<file path="src/rtl/seg7_pkg.sv">
// Shared definitions for the 7-segment encode/decode blocks: active-low glyphs,
// segment bit order and the frame-capture state encoding.
package seg7_pkg;

  // Segment order inside a 7-bit led word: a is bit 6, g is bit 0.
  typedef struct packed {
    logic a;
    logic b;
    logic c;
    logic d;
    logic e;
    logic f;
    logic g;
  } seg_bits_t;

  localparam logic [6:0] SEG_0 = 7'b0000001;
  localparam logic [6:0] SEG_1 = 7'b1001111;
  localparam logic [6:0] SEG_2 = 7'b0010010;
  localparam logic [6:0] SEG_3 = 7'b0000110;
  localparam logic [6:0] SEG_4 = 7'b1001100;
  localparam logic [6:0] SEG_5 = 7'b0100100;
  localparam logic [6:0] SEG_6 = 7'b0100000;
  localparam logic [6:0] SEG_7 = 7'b0001111;
  localparam logic [6:0] SEG_8 = 7'b0000000;
  localparam logic [6:0] SEG_9 = 7'b0000100;
  localparam logic [6:0] SEG_A = 7'b0001000;
  localparam logic [6:0] SEG_B = 7'b1100000;
  localparam logic [6:0] SEG_C = 7'b0110001;
  localparam logic [6:0] SEG_D = 7'b1000010;
  localparam logic [6:0] SEG_E = 7'b0110000;
  localparam logic [6:0] SEG_F = 7'b0111000;

  typedef enum logic [1:0] {
    ST_WAIT  = 2'd0,
    ST_COUNT = 2'd1,
    ST_HOLD  = 2'd2
  } cap_state_e;

  function automatic logic [1:0] onehot_to_idx(input logic [3:0] oh);
    return {oh[3] | oh[2], oh[3] | oh[1]};
  endfunction

endpackage

</file>
<file path="src/rtl/seg7_to_hex.sv">
// Combinational inverse of the hex-to-segment decoder: active-low glyph to nibble,
// flagging any pattern that is not one of the sixteen hex glyphs.
module seg7_to_hex
  import seg7_pkg::*;
(
  input  logic [6:0] led,
  output logic [3:0] nibble,
  output logic       err
);

  always_comb begin
    nibble = 4'h0;
    err    = 1'b0;
    case (led)
      SEG_0:   nibble = 4'h0;
      SEG_1:   nibble = 4'h1;
      SEG_2:   nibble = 4'h2;
      SEG_3:   nibble = 4'h3;
      SEG_4:   nibble = 4'h4;
      SEG_5:   nibble = 4'h5;
      SEG_6:   nibble = 4'h6;
      SEG_7:   nibble = 4'h7;
      SEG_8:   nibble = 4'h8;
      SEG_9:   nibble = 4'h9;
      SEG_A:   nibble = 4'hA;
      SEG_B:   nibble = 4'hB;
      SEG_C:   nibble = 4'hC;
      SEG_D:   nibble = 4'hD;
      SEG_E:   nibble = 4'hE;
      SEG_F:   nibble = 4'hF;
      default: err    = 1'b1;
    endcase
  end

endmodule

</file>
<file path="src/rtl/seg7_frame_capture.sv">
// Reads back a multiplexed 4-digit common-anode display bus and rebuilds the
// 16-bit value shown, ignoring multiplex ghosting and timing out partial frames.
module seg7_frame_capture
  import seg7_pkg::*;
#(
  parameter int STABLE_CYCLES  = 16,
  parameter int TIMEOUT_CYCLES = 1048576,
  parameter int CNT_W          = 20
) (
  input  logic        clk,
  input  logic        reset,
  input  logic [3:0]  an,
  input  logic [6:0]  led,
  output logic [15:0] value,
  output logic        valid,
  output logic [3:0]  digit_err,
  output logic        stale
);

  localparam int SC_W = $clog2(STABLE_CYCLES + 1);
  localparam logic [SC_W-1:0] STABLE_MAX  = SC_W'(STABLE_CYCLES);
  localparam logic [SC_W-1:0] STABLE_LAST = SC_W'(STABLE_CYCLES - 1);
  // The counter only needs to reach TIMEOUT_CYCLES-1: expiry fires on the edge
  // that would take it to TIMEOUT_CYCLES, so a power-of-two timeout fits CNT_W.
  localparam logic [CNT_W-1:0] TMO_LAST = CNT_W'(TIMEOUT_CYCLES - 1);

  logic [3:0]       an_m_q, an_s_q;
  logic [6:0]       led_m_q, led_s_q;
  cap_state_e       state_q, state_d;
  logic [3:0]       ref_an_q, ref_an_d;
  logic [6:0]       ref_led_q, ref_led_d;
  logic [SC_W-1:0]  stable_cnt_q, stable_cnt_d;
  logic [3:0]       mask_q, mask_d;
  logic [15:0]      slot_val_q, slot_val_d;
  logic [3:0]       slot_err_q, slot_err_d;
  logic [15:0]      value_q, value_d;
  logic [3:0]       digit_err_q, digit_err_d;
  logic             valid_q, valid_d;
  logic             stale_q, stale_d;
  logic [CNT_W-1:0] tmo_cnt_q, tmo_cnt_d;

  logic [3:0] an_low;
  logic       one_low;
  logic       pair_same;
  logic       capture;
  logic [1:0] cap_idx;
  logic [3:0] dec_nib;
  logic       dec_err;

  seg7_to_hex u_dec (
    .led    (ref_led_q),
    .nibble (dec_nib),
    .err    (dec_err)
  );

  assign an_low    = ~an_s_q;
  assign one_low   = (an_low != 4'h0) && ((an_low & (an_low - 4'h1)) == 4'h0);
  assign pair_same = ({an_s_q, led_s_q} == {ref_an_q, ref_led_q});
  assign cap_idx   = onehot_to_idx(~ref_an_q);

  always_comb begin
    state_d      = state_q;
    ref_an_d     = ref_an_q;
    ref_led_d    = ref_led_q;
    stable_cnt_d = stable_cnt_q;
    mask_d       = mask_q;
    slot_val_d   = slot_val_q;
    slot_err_d   = slot_err_q;
    value_d      = value_q;
    digit_err_d  = digit_err_q;
    valid_d      = 1'b0;
    stale_d      = stale_q;
    tmo_cnt_d    = tmo_cnt_q;
    capture      = 1'b0;

    case (state_q)
      ST_WAIT: begin
        if (one_low) begin
          ref_an_d     = an_s_q;
          ref_led_d    = led_s_q;
          stable_cnt_d = SC_W'(1);
          state_d      = ST_COUNT;
        end
      end
      ST_COUNT: begin
        if (!pair_same) begin
          state_d = ST_WAIT;
        end else begin
          if (stable_cnt_q != STABLE_MAX) stable_cnt_d = stable_cnt_q + SC_W'(1);
          if (stable_cnt_q == STABLE_LAST) begin
            capture = 1'b1;
            state_d = ST_HOLD;
          end
        end
      end
      ST_HOLD: begin
        if (!pair_same) state_d = ST_WAIT;
      end
      default: state_d = ST_WAIT;
    endcase

    // A capture always restarts the timeout, even on the cycle it would expire.
    if (capture) begin
      slot_val_d[{cap_idx, 2'b00} +: 4] = dec_nib;
      slot_err_d[cap_idx]               = dec_err;
      mask_d[cap_idx]                   = 1'b1;
      tmo_cnt_d                         = '0;
    end else if (tmo_cnt_q == TMO_LAST) begin
      stale_d = 1'b1;
      mask_d  = 4'h0;
    end else begin
      tmo_cnt_d = tmo_cnt_q + CNT_W'(1);
    end

    if (mask_q == 4'hF) begin
      value_d     = slot_val_q;
      digit_err_d = slot_err_q;
      valid_d     = 1'b1;
      stale_d     = 1'b0;
      mask_d      = 4'h0;
    end
  end

  always_ff @(posedge clk or negedge reset) begin
    if (!reset) begin
      an_m_q       <= 4'hF;
      an_s_q       <= 4'hF;
      led_m_q      <= 7'h7F;
      led_s_q      <= 7'h7F;
      state_q      <= ST_WAIT;
      ref_an_q     <= 4'hF;
      ref_led_q    <= 7'h7F;
      stable_cnt_q <= '0;
      mask_q       <= 4'h0;
      slot_val_q   <= 16'h0000;
      slot_err_q   <= 4'h0;
      value_q      <= 16'h0000;
      digit_err_q  <= 4'h0;
      valid_q      <= 1'b0;
      stale_q      <= 1'b1;
      tmo_cnt_q    <= '0;
    end else begin
      an_m_q       <= an;
      an_s_q       <= an_m_q;
      led_m_q      <= led;
      led_s_q      <= led_m_q;
      state_q      <= state_d;
      ref_an_q     <= ref_an_d;
      ref_led_q    <= ref_led_d;
      stable_cnt_q <= stable_cnt_d;
      mask_q       <= mask_d;
      slot_val_q   <= slot_val_d;
      slot_err_q   <= slot_err_d;
      value_q      <= value_d;
      digit_err_q  <= digit_err_d;
      valid_q      <= valid_d;
      stale_q      <= stale_d;
      tmo_cnt_q    <= tmo_cnt_d;
    end
  end

  assign value     = value_q;
  assign valid     = valid_q;
  assign digit_err = digit_err_q;
  assign stale     = stale_q;

endmodule

</file>
<file path="config.mk">
export PLATFORM = sky130hd
export DESIGN_NAME = seg7_frame_capture
export DESIGN_NICKNAME = d
export VERILOG_FILES = /design/src/rtl/seg7_pkg.sv /design/src/rtl/seg7_to_hex.sv /design/src/rtl/seg7_frame_capture.sv
export SDC_FILE = /design/constraint.sdc
export NUM_CORES = 1
export LEC_CHECK = 0
export CAP_MARGIN = 5
export CORE_MARGIN = 5
export CORE_UTILIZATION = 53
export CTS_CLUSTER_SIZE = 8
export DETAILED_ROUTE_END_ITERATION = 8
export PLACE_DENSITY = 0.76
export SETUP_SLACK_MARGIN = 0.2
export SLEW_MARGIN = 20
export SYNTH_ARGS = -nofsm -noshare
export SYNTH_HDL_FRONTEND = slang
export SYNTH_SLANG_ARGS = --single-unit
</file>
<file path="constraint.sdc">
create_clock -name clk -period 2.3 [get_ports clk]
set_input_delay 0.69 -clock clk [delete_from_list [all_inputs] [get_ports clk]]
set_output_delay 0.69 -clock clk [all_outputs]
set_load 0.005 [all_outputs]
</file>
==> summary.md, run 1 <==
| Metric | Value |
|---|---|
| Status | finished clean |
| Initial core utilization | 53.8% |
| Number of clock sinks | between 100 and 150 |
| Cell Rows | 36 |
| Slew Viols, Final | 0 |
| Drc violations | 0 |
| Maximum cell stage delay along the critical path | between 0.4 and 0.5 ns |
| Leading cell types in the layout, fill and taps excluded | nand2_1, dfrtp_1, dfstp_2, clkdlybuf4s50_1, nor2_1 |
| Standby leakage power | roughly 2.7 nW |
| Total Power | 4.23 mW |
| Clock latency of the later-clocked register in the worst-skew pair | 0.37 ns |
| Fraction of synthesis flops using an asynchronous set or reset pin | 100% |
| Number of warnings printed during yosys synthesis | 0 |
| DR iter-0 viols | between 150 and 200 |
| Final net count | 575 |
| Internal | between 2 and 3 mW |
| Worst Path Arrival | 2.56 ns |
| Vias in the first global route | 3754 |
| Die H | 109 microns |
| Worst reg2reg endpoint | slot_val_q[13]$_DFFE_PN0P_ |
| Power density relative to cell area | between 600 and 700 mW/mm^2 |
| Number of antenna-violating nets in the routed design | 0 |
| Worst Path Class, Setup | reg -> reg |
| HPWL after detailed placement | 7.29 mm |
| Gr usage total | 18.7% |
| N_diodes | 0 |
| Share of power burned in combinational logic | between 20 and 25% |
| Critical path's slowest cell | or4_4 |
| Shortest clock period the worst path allows after layout | 2.30 ns |
| WL/cell | 14.7 microns |
| Type of origin of the critical path | flop |
| H-tree levels | 3 |
| Worst-case register-to-register setup slack | 0.004 ns |
| Net count of the mapped netlist | 526 |
| IO buf count | 34 |
| Maximum number of buffers from clock root to sink | 2 |
| Global route overflow | 0 |
| Maximum fanout along the worst path | 3 |
| Worst-margin pin slew | 0.570 ns |
| First-pass iteration count of the detailed router | 4 |
| Ratio of final minimum period to clock period | 99.8% |
| Final hold violation count | 0 |
| FF-to-FF path depth | 8 |
| Most used DFF post-synth | dfrtp_1 |
| Number of buffers added by the clock tree synthesis step | 9 |
| Setup ws final | 0.00396 ns |
| First-pass GRT wire length | 17.8 mm |
| Initial antenna violation count | 0 |
| Mean Syn Cell Area | approximately 10 sq um |
| Std-Cell Core Area | ~0.0096 sq mm |
| Number of flops mapped to enable cells by yosys | 0 |
| Worst setup startpoint | stable_cnt_q[1]$_DFFE_PN0P_ |
| Distinct cell type count of the synthesized netlist | 64 |
| Clock network fraction of design power | 27.7% |
| Die footprint | 0.0119 sq mm |
| Overall via count from detail_route | 3810 |
| Critical Path RT | approximately 2.6 ns |
| CTS Root Cell | clkbuf_8 |
| Worst Setup Slack post-DPL | -0.0114 ns |
| Maximum operating frequency | 0.436 GHz |
| Top-Level Pins | 35 |
| Path class of the lowest-slack min-delay path | in -> async |
| Max-capacitance violation count | 0 |
| Tightest slew margin relative to the limit | 62.0% |
| Ratio of cells with drive above 1 in the final layout | between 20% and 30% |
| Clock transition at the registers of the reported paths | about 0.11 ns |
| Quantity of hold-fixing buffers added after cts | 0 |
| Worst ir drop on vdd | 0.000420 V |
| DIE WIDTH | between 100 and 150 microns |
| Post-detailed-routing wire length | 10.1 mm |
| Area growth from synthesis to layout | 19.4% |
| Count of state elements after synthesis | approximately 110 |
| Mapped Area | slightly above 0.005 sq mm |
| Post-route clock skew | 0.0139 ns |
| Switching portion of total power | 30.5% |
| Unrepaired setup endpoints after global routing | true |
| Commonest non-fill, non-tap cell in the layout | nand2_1 |
| Filler instances | between 800 and 900 |
| Ordered list of cells on the worst path | ha_2 > and3_4 > ha_4 > and3b_1 > nand3_1 > or4_4 > or2_4 > mux2_4 |
| Vias per cell | 5.54 |
| Net switching component of the power | roughly 1.3 mW |
| Maximum number of pins on one net before global-route repair | 48 |
| Sequential area share after synthesis | 52.0% |
| Endpoint of the worst setup timing path | slot_val_q[13]$_DFFE_PN0P_ |
| Element type at the critical path end | flop |
| Setup violators final | 0 |
| Cell count after synthesis | ~500 |
| Worst hold slack across all endpoints | ~0.24 ns |
| Clock tree from TritonCTS | yes |
| Portion of total power attributed to sequential cells | 49.3% |
| Placer's final routability congestion estimate | approximately 0.86 |
| Startpoint of the lowest-slack register-to-register path | stable_cnt_q[1]$_DFFE_PN0P_ |
## logic make-up (layout without fill, tap and decap cells)
group                    count (synthesis)  after routing  share of synthesized area, %
AO/OA/AOI/OAI                           72             72                          9.32
buffers and inverters                   37             91                          3.14
multiplexers                            22             22                          4.73
adder cells (fa/ha/maj)                 12             12                          2.90
AND/OR/NAND/NOR                        226            226                          22.5
flip-flops                             106            106                          52.0
XOR/XNOR                                26             26                          5.41
## Yosys cell counts, types with 6 or more instances
master,number,area share [%]
a21oi_1,11,1.1
nor4_1,6,0.72
clkbuf_1,18,1.3
dfstp_2,34,17
dfrtp_1,72,35
o31ai_1,6,0.87
nor3_1,7,0.68
and3_1,8,0.97
o21ai_0,16,1.5
xnor2_1,19,3.2
mux2_1,7,1.5
nor2_1,28,2.0
nand2_1,93,6.7
nand3_1,25,2.4
inv_1,10,0.72
mux2_2,13,2.8
nand4_1,9,1.1
ha_1,12,2.9
nor3b_1,6,0.87
nand4b_1,7,1.2
## worst min-delay path by stage
stage                     depth (start not counted)  slack, ns                         to            startpoint
after global routing                              1       0.26   digit_err[2]$_DFFE_PN0P_                 reset
after detailed placement                          0       0.35        an_s_q[3]$_DFF_PN1_   an_m_q[3]$_DFF_PN1_
after global placement                            0       0.35       led_s_q[2]$_DFF_PN1_  led_m_q[2]$_DFF_PN1_
final                                             1       0.24  slot_val_q[5]$_DFFE_PN0P_                 reset
after floorplan                                   0       0.35        an_s_q[0]$_DFF_PN1_   an_m_q[0]$_DFF_PN1_
after CTS                                         1       0.25  slot_val_q[5]$_DFFE_PN0P_                 reset
## stage by stage
step / instances / util (%) / area (sq um) / setup TNS (ns)
4_1_cts: 684 / 63.1 / 6080 / 0
3_3_place_gp: 664 / 60.3 / 5810 / 0
2_1_floorplan: 501 / - / 5250 / -0.0233
6_report: 688 / 64.2 / 6190 / 0
5_1_grt: 688 / 64.2 / 6190 / -0.521
3_5_place_dp: 664 / 60.3 / 5810 / -0.0219
## critical path: cells and delay by family (launching register included)
kind / cells / cell delay (ns)
fa+ha+maj: 2 / 0.31
flops: 1 / 0.39
mux: 1 / 0.30
simple gates: 5 / 1.19
## state kept, by name, indices dropped and copies added (netlist names)
name	cells
an_m_q	4
an_s_q	4
slot_err_q	4
state_q	2
digit_err	4
tmo_cnt_q	20
valid	1
stable_cnt_q	5
mask_q	4
ref_led_q	7
ref_an_q	4
stale	1
led_s_q	7
slot_val_q	16
led_m_q	7
value	16
## metal layers
layer / up-vias / GRT usage (%) / wire length, microns
met3: 13 / 2.72 / 369
met2: 67 / 29.7 / 4870
met4: 0 / 7.21 / 178
met5: - / 0 / 0
met1: 1874 / 26.1 / 4670
li1: 1856 / - / -
## timing repair
| item | 4_1_cts | 5_1_grt |
|---|---|---|
| setup endpoints to repair | 25 | 47 |
| buffers inserted | 4 | 4 |
| gates resized for setup | 14 | 20 |
| pin swaps | 3 | 7 |
## power by group through the flow
| stage | logic, mW | registers, mW | clock network, mW |
|---|---|---|---|
| final | 0.973 | 2.09 | 1.17 |
| after global routing | 1.08 | 2.10 | 1.28 |
| after CTS | 0.929 | 2.08 | 1.21 |
| after detailed placement | 0.915 | 2.12 | 0 |
| after global placement | 0.880 | 2.11 | 0 |
| after floorplan | 0.702 | 2.09 | 0 |
## final cells by class
class / count / area [sq um] / area share (%)
sequential: 106 / 2700 / 43.5
multi-input combinational: 358 / 2480 / 40.0
timing repair buffer: 65 / 614 / 9.93
tap: 133 / 166 / 2.69
clock buffer: 9 / 124 / 2.00
clock inverter: 7 / 75.1 / 1.21
inverter: 10 / 37.5 / 0.606
Power figures use the tool's default switching activity.
==> inputs of run 2 (changes only) <==
- GPL_TIMING_DRIVEN: unset -> 1
- SKIP_LAST_GASP: unset -> 1
==> run 2 against run 1 <==
- worst hold slack is essentially flat
- maximum frequency about the same
- final cell count is the same
- power up 0.16%
- sequential cell count is the same
- sequential power barely moved
- register-to-register slack about the same
- critical endpoint unchanged
==> summary.md, run 2 (same netlist as run 1, synthesis figures left out) <==
| Metric | Value |
|---|---|
| Type of origin of the critical path | flop |
| DP Area | 0.00581 sq mm (unchanged) |
| Tightest slew margin relative to the limit | 61.9% (-0.074 points) |
| HPWL after detailed placement | 7.29 mm (unchanged) |
| Die footprint | 0.0119 sq mm (unchanged) |
| Filler instances | 815 (+0.49%) |
| Slew Viols, Final | 0 (unchanged) |
| Final net count | 575 (unchanged) |
| Ordered list of cells on the worst path | ha_2 > and3_4 > ha_4 > and3b_1 > nand3_1 > or4_4 > or2_4 > mux2_4 |
| Overall via count from detail_route | 3804 (-0.16%) |
| Vias per cell | 5.53 (-0.16%) |
| Clock transition at the registers of the reported paths | 0.11 ns (about the same) |
| Max-capacitance violation count | 0 (unchanged) |
| Commonest non-fill, non-tap cell in the layout | nand2_1 |
| Initial core utilization | 53.8% (unchanged) |
| Drc violations | 0 (unchanged) |
| Worst-margin pin slew | 0.571 ns (+0.00111 ns) |
| Maximum cell stage delay along the critical path | 0.47 ns (about the same) |
| Worst Path Class, Setup | reg -> reg |
| Element type at the critical path end | flop |
| Post-route clock skew | 0.0161 ns (+0.00225 ns) |
| Global route overflow | 0 (unchanged) |
| Cell Rows | 36 (unchanged) |
| Clock latency of the later-clocked register in the worst-skew pair | 0.38 ns (about the same) |
| First-pass GRT wire length | 17.8 mm (unchanged) |
| Family with the most delay on the worst path | simple AND/OR/NAND/NOR gates |
| Finished Cell Area | 0.00618 sq mm (-0.14%) |
| Vias in the first global route | 3754 (unchanged) |
| Met2 demand-to-capacity share in global routing | 29.7% (unchanged) |
| Maximum fanout along the worst path | 3 (unchanged) |
| Setup ws final | 0.00222 ns (-0.00174 ns) |
| IO buf count | 34 (unchanged) |
| Worst reg2reg endpoint | slot_val_q[13]$_DFFE_PN0P_ |
| Number of antenna-violating nets in the routed design | 0 (unchanged) |
| Maximum number of pins on one net before global-route repair | 48 (unchanged) |
| Path class of the lowest-slack min-delay path | in -> async |
| First-pass iteration count of the detailed router | 5 (+1) |
| WL/cell | 14.7 microns (about the same) |
| FF-to-FF path depth | 8 (unchanged) |
| Multi-input logic area | 0.00247 sq mm (-0.35%) |
| Sequential cell area in the final layout | 0.00270 sq mm (unchanged) |
| Critical path's slowest cell | or4_4 |
| Total Power | 4.24 mW (+0.16%) |
| Die H | 109 microns (unchanged) |
| Gr usage total | 18.7% (unchanged) |
| Post-detailed-routing wire length | 10.1 mm (about the same) |
| Placer's final routability congestion estimate | 0.856 (unchanged) |
| Worst Path Arrival | 2.56 ns (about the same) |
| Aggregate negative setup slack | 0 ns (unchanged) |
| Maximum number of buffers from clock root to sink | 2 (unchanged) |
| Worst ir drop on vdd | 0.000425 V (+1.2%) |
| Worst path buffer plus inverter count | 0 (unchanged) |
| Setup violators final | 0 (unchanged) |
| Final Non-Filler Cells | 688 (unchanged) |
| Post-route core utilization | 64.1% (-0.091 points) |
| Number of buffers added by the clock tree synthesis step | 9 (unchanged) |
| Flip-flop count of the largest register, all copies and words added | 20 (unchanged) |
| DR iter-0 viols | 168 (+4.3%) |
| Critical Path RT | 2.56 ns (about the same) |
| H-tree levels | 3 (unchanged) |
| Clock tree from TritonCTS | yes |
| Ratio of cells with drive above 1 in the final layout | 23.4% (-0.54 points) |
| Maximum operating frequency | 0.435 GHz (about the same) |
| Routing usage on met1 | 26.1% (unchanged) |
| Worst-case register-to-register setup slack | 0.002 ns (about the same) |
| Worst hold slack across all endpoints | 0.241 ns (-0.000178 ns) |
| Ratio of final minimum period to clock period | 99.9% (about the same) |
| Worst Setup Slack post-DPL | -0.0114 ns (unchanged) |
| DIE WIDTH | 109 microns (unchanged) |
| Cell count after placement | 664 (unchanged) |
| Startpoint of the lowest-slack register-to-register path | stable_cnt_q[1]$_DFFE_PN0P_ |
| N_diodes | 0 (unchanged) |
| Number of clock sinks | 106 (unchanged) |
| Standby leakage power | 2.70 nW (-0.21%) |
| Busiest metal layer after global routing | met2 |
| CTS Root Cell | clkbuf_8 |
| Top-Level Pins | 35 (unchanged) |
| Power density relative to cell area | 686 mW/mm^2 (+0.30%) |
| Final hold violation count | 0 (unchanged) |
| Std-Cell Core Area | 0.00964 sq mm (unchanged) |
| GRT met3 Usage | 2.72% (unchanged) |
| Unrepaired setup endpoints after global routing | true |
| Most flop-heavy register | tmo_cnt_q |
| Shortest clock period the worst path allows after layout | 2.30 ns (+0.00174 ns) |
| Status | finished clean |
| Initial antenna violation count | 0 (unchanged) |
| Leading cell types in the layout, fill and taps excluded | nand2_1, dfrtp_1, dfstp_2, clkdlybuf4s50_1, nor2_1 |
| Area growth from synthesis to layout | 19.2% |
-- run 2: cell counts in the layout (fill, tap and decap cells not counted) --
No cell type changed its count.
-- run 2: layer usage --
layer,up-vias,wire length [microns]
met4,0,178
met2,61,4870
met3,13,336
met1,1875,4710
li1,1855,-
met5,-,0
-- run 2: how the worst max path moves through the flow --
stage / slack (ns) / depth (start not counted) / from / to
after CTS: 0.005 / 8 / stable_cnt_q[1]$_DFFE_PN0P_ / slot_val_q[4]$_DFFE_PN0P_
after global placement: 0.06 / 8 / stable_cnt_q[1]$_DFFE_PN0P_ / slot_val_q[5]$_DFFE_PN0P_
after global routing: -0.08 / 8 / stable_cnt_q[1]$_DFFE_PN0P_ / slot_val_q[5]$_DFFE_PN0P_
after floorplan: -0.01 / 9 / stable_cnt_q[0]$_DFFE_PN0P_ / slot_val_q[12]$_DFFE_PN0P_
final: 0.002 / 8 / stable_cnt_q[1]$_DFFE_PN0P_ / slot_val_q[13]$_DFFE_PN0P_
after detailed placement: -0.01 / 8 / stable_cnt_q[1]$_DFFE_PN0P_ / slot_val_q[5]$_DFFE_PN0P_
-- run 2: report_power, final --
part / internal, mW / leakage [nW] / switching [mW] / total, mW
Combinational: 0.427 / 1.25 / 0.548 / 0.975
Clock: 0.514 / 0.104 / 0.666 / 1.18
Sequential: 2.00 / 1.34 / 0.0844 / 2.09
-- run 2: cell type report --
cell class / instances / share of cell area, %
Multi-Input combinational cell: 358 / 39.9
Clock inverter: 7 / 1.21
Tap cell: 133 / 2.69
Inverter: 10 / 0.607
Sequential cell: 106 / 43.6
Timing Repair Buffer: 65 / 9.94
Clock buffer: 9 / 2.00
-- run 2: timing repair --
item                                    in CTS  in global routing
endpoints found under the setup margin      25                 47
pin swaps                                    3                  6
resized for setup                           14                 16
hold buffers                                 0                  0
buffers inserted                             4                  4
gates cloned                                 0                  0
-- run 2: worst reg2reg max path, delay by kind of cell (launching register included) --
family        cells  cell delay (ns)
mux               1             0.30
flops             1             0.39
simple gates      5             1.19
fa+ha+maj         2             0.32
==> inputs of run 3 (changes only) <==
- RECOVER_POWER: unset -> 100
==> run 3 against run 2 <==
- the flow now finishes with violations (max-capacitance violations, max-slew violations, negative setup slack)
- sequential share of layout area is 0.14 points higher
- die area stayed put
- global-route usage stayed put
- maximum frequency is 0.27% lower
- setup slack worse by 0.0062 ns
- first-iteration DRC count is 6.0% higher
- power is 0.21% lower
- wire length is 0.26% higher
==> summary.md, run 3 (same netlist as run 1, synthesis figures left out) <==
| Metric | Value |
|---|---|
| Status | finished with violations |
| Violated checks | max-capacitance violations, max-slew violations, negative setup slack |
| Final Non-Filler Cells | 688 (unchanged) |
| Placer's final routability congestion estimate | 0.856 (unchanged) |
| First-pass iteration count of the detailed router | 4 (-1) |
| DR iter-0 viols | 178 (+6.0%) |
| FF-to-FF path depth | 8 (unchanged) |
| Worst Path Class, Setup | reg -> reg |
| Std-Cell Core Area | 0.00964 sq mm (unchanged) |
| Vias in the first global route | 3754 (unchanged) |
| Clock network fraction of design power | 27.8% (about the same) |
| Vias per cell | 5.55 (+0.29%) |
| IO buf count | 34 (unchanged) |
| Die H | 109 microns (unchanged) |
| Overall via count from detail_route | 3815 (+0.29%) |
| Final hold violation count | 0 (unchanged) |
| Initial core utilization | 53.8% (unchanged) |
| First-pass GRT wire length | 17.8 mm (unchanged) |
| Maximum number of buffers from clock root to sink | 2 (unchanged) |
| Post-route clock skew | 0.0169 ns (+0.000776 ns) |
| Worst-case register-to-register setup slack | -0.004 ns (about the same) |
| Worst Path Arrival | 2.57 ns (about the same) |
| Post-detailed-routing wire length | 10.1 mm (+0.26%) |
| WL/cell | 14.7 microns (+0.26%) |
| Net switching component of the power | 1.30 mW (-0.17%) |
| Clock latency of the later-clocked register in the worst-skew pair | 0.38 ns (about the same) |
| N_diodes | 0 (unchanged) |
| Drc violations | 0 (unchanged) |
| Number of antenna-violating nets in the routed design | 0 (unchanged) |
| Hold_sp | an_m_q[1]$_DFF_PN1_ |
| Leading cell types in the layout, fill and taps excluded | nand2_1, dfrtp_1, dfstp_2, dlygate4sd3_1, nor2_1 |
| Standby leakage power | 2.77 nW (+2.4%) |
| Initial antenna violation count | 0 (unchanged) |
| Sink of the worst hold path | an_s_q[1]$_DFF_PN1_ |
| Filler instances | 820 (+0.61%) |
| Maximum operating frequency | 0.434 GHz (-0.27%) |
| Worst hold slack across all endpoints | 0.360 ns (+0.119 ns) |
| Clock transition at the registers of the reported paths | 0.10 ns (about the same) |
| Top-Level Pins | 35 (unchanged) |
| Type of origin of the critical path | flop |
| Die footprint | 0.0119 sq mm (unchanged) |
| Power density relative to cell area | 687 mW/mm^2 (+0.11%) |
| Number of buffers added by the clock tree synthesis step | 9 (unchanged) |
| Worst-margin pin slew | 1.70 ns (+1.13 ns) |
| Worst reg2reg endpoint | slot_val_q[13]$_DFFE_PN0P_ |
| Internal | 2.94 mW (-0.23%) |
| Ratio of final minimum period to clock period | 100% (+0.27 points) |
| Path class of the lowest-slack min-delay path | reg -> reg |
| Gr usage total | 18.7% (unchanged) |
| Global route overflow | 0 (unchanged) |
| Share of power burned in combinational logic | 22.9% (about the same) |
| Element type at the critical path end | flop |
| DIE WIDTH | 109 microns (unchanged) |
| Max-capacitance violation count | 1 (+1) |
| Quantity of hold-fixing buffers added after cts | 0 (unchanged) |
| Cell depth of the worst min-delay path | 0 |
| Cell count after placement | 664 (unchanged) |
| Post-route core utilization | 63.9% (-0.21 points) |
| Tightest slew margin relative to the limit | -13.2% (-75 points) |
| Final net count | 575 (unchanged) |
| Unrepaired setup endpoints after global routing | true |
| Setup ws final | -0.00393 ns (-0.00615 ns) |
| Slew Viols, Final | 31 (+31) |
| Clock tree from TritonCTS | yes |
| Switching portion of total power | 30.6% (about the same) |
| Commonest non-fill, non-tap cell in the layout | nand2_1 |
| Cell Rows | 36 (unchanged) |
| Portion of total power attributed to sequential cells | 49.3% (about the same) |
| Shortest clock period the worst path allows after layout | 2.30 ns (+0.00615 ns) |
| Maximum number of pins on one net before global-route repair | 48 (unchanged) |
| CTS Root Cell | clkbuf_8 |
| Worst ir drop on vdd | 0.000425 V (about the same) |
| Startpoint of the lowest-slack register-to-register path | stable_cnt_q[1]$_DFFE_PN0P_ |
| Critical Path RT | 2.56 ns (about the same) |
| Area growth from synthesis to layout | 18.9% |
| Number of clock sinks | 106 (unchanged) |
| HPWL after detailed placement | 7.29 mm (unchanged) |
| Most flop-heavy register | tmo_cnt_q |
| Maximum fanout along the worst path | 3 (unchanged) |
| Ratio of cells with drive above 1 in the final layout | 22.7% (-0.72 points) |
| Setup violators final | 3 (+3) |
| H-tree levels | 3 (unchanged) |
| Flip-flop count of the largest register, all copies and words added | 20 (unchanged) |
-- run 3: final cells by class --
| class | count | area [sq um] | area share (%) |
|---|---|---|---|
| Timing Repair Buffer | 65 | 598 | 9.71 |
| Clock buffer | 9 | 124 | 2.01 |
| Tap cell | 133 | 166 | 2.70 |
| Multi-Input combinational cell | 358 | 2460 | 40.0 |
| Sequential cell | 106 | 2700 | 43.7 |
| Clock inverter | 7 | 75.1 | 1.22 |
| Inverter | 10 | 37.5 | 0.609 |
-- run 3: stage by stage --
| step | worst slack, ns | power [mW] | cell area (sq um) | setup TNS (ns) |
|---|---|---|---|---|
| after global placement | 0.0609 | 2.99 | 5810 | 0 |
| after CTS | 0.00532 | 4.22 | 6080 | 0 |
| after floorplan | -0.0117 | 2.79 | 5250 | -0.0233 |
| after global routing | -0.0795 | 4.46 | 6160 | -0.652 |
| final | -0.00393 | 4.23 | 6160 | -0.00632 |
| after detailed placement | -0.0114 | 3.03 | 5810 | -0.0219 |
-- run 3: how the worst max path moves through the flow --
stage	from	to	slack (ns)	cells after the start
2_1_floorplan	stable_cnt_q[0]$_DFFE_PN0P_	slot_val_q[12]$_DFFE_PN0P_	-0.01	9
3_3_place_gp	stable_cnt_q[1]$_DFFE_PN0P_	slot_val_q[5]$_DFFE_PN0P_	0.06	8
3_5_place_dp	stable_cnt_q[1]$_DFFE_PN0P_	slot_val_q[5]$_DFFE_PN0P_	-0.01	8
4_1_cts	stable_cnt_q[1]$_DFFE_PN0P_	slot_val_q[4]$_DFFE_PN0P_	0.005	8
5_1_grt	stable_cnt_q[1]$_DFFE_PN0P_	slot_val_q[5]$_DFFE_PN0P_	-0.08	8
6_report	stable_cnt_q[1]$_DFFE_PN0P_	slot_val_q[13]$_DFFE_PN0P_	-0.004	8
-- run 3: repair_timing --
action                     4_1_cts  5_1_grt
gates resized for setup         14       16
setup buffers                    4        4
setup endpoints to repair       25       47
cloned                           0        0
pin swaps                        3        6
-- run 3: routing by layer --
metal / up-vias / global-route usage, % / routed length (microns)
met5: - / 0 / 0
met4: 0 / 7.21 / 173
met3: 13 / 2.72 / 343
met2: 72 / 29.7 / 4890
met1: 1876 / 26.1 / 4720
li1: 1854 / - / -
-- run 3: power by group through the flow --
| stage | logic [mW] | registers [mW] | clock network, mW |
|---|---|---|---|
| finish | 0.968 | 2.09 | 1.18 |
| global route | 1.08 | 2.10 | 1.28 |
| CTS | 0.929 | 2.08 | 1.21 |
| detailed placement | 0.915 | 2.12 | 0 |
| global placement | 0.880 | 2.11 | 0 |
| floorplan | 0.702 | 2.09 | 0 |
-- run 3: critical path: stages, from the launching register on --
cell,delay (ns)
dfrtp_1,0.39
ha_2,0.20
and3_4,0.19
ha_4,0.12
and3b_1,0.17
nand3_1,0.08
or4_4,0.47
or2_4,0.28
mux2_4,0.30
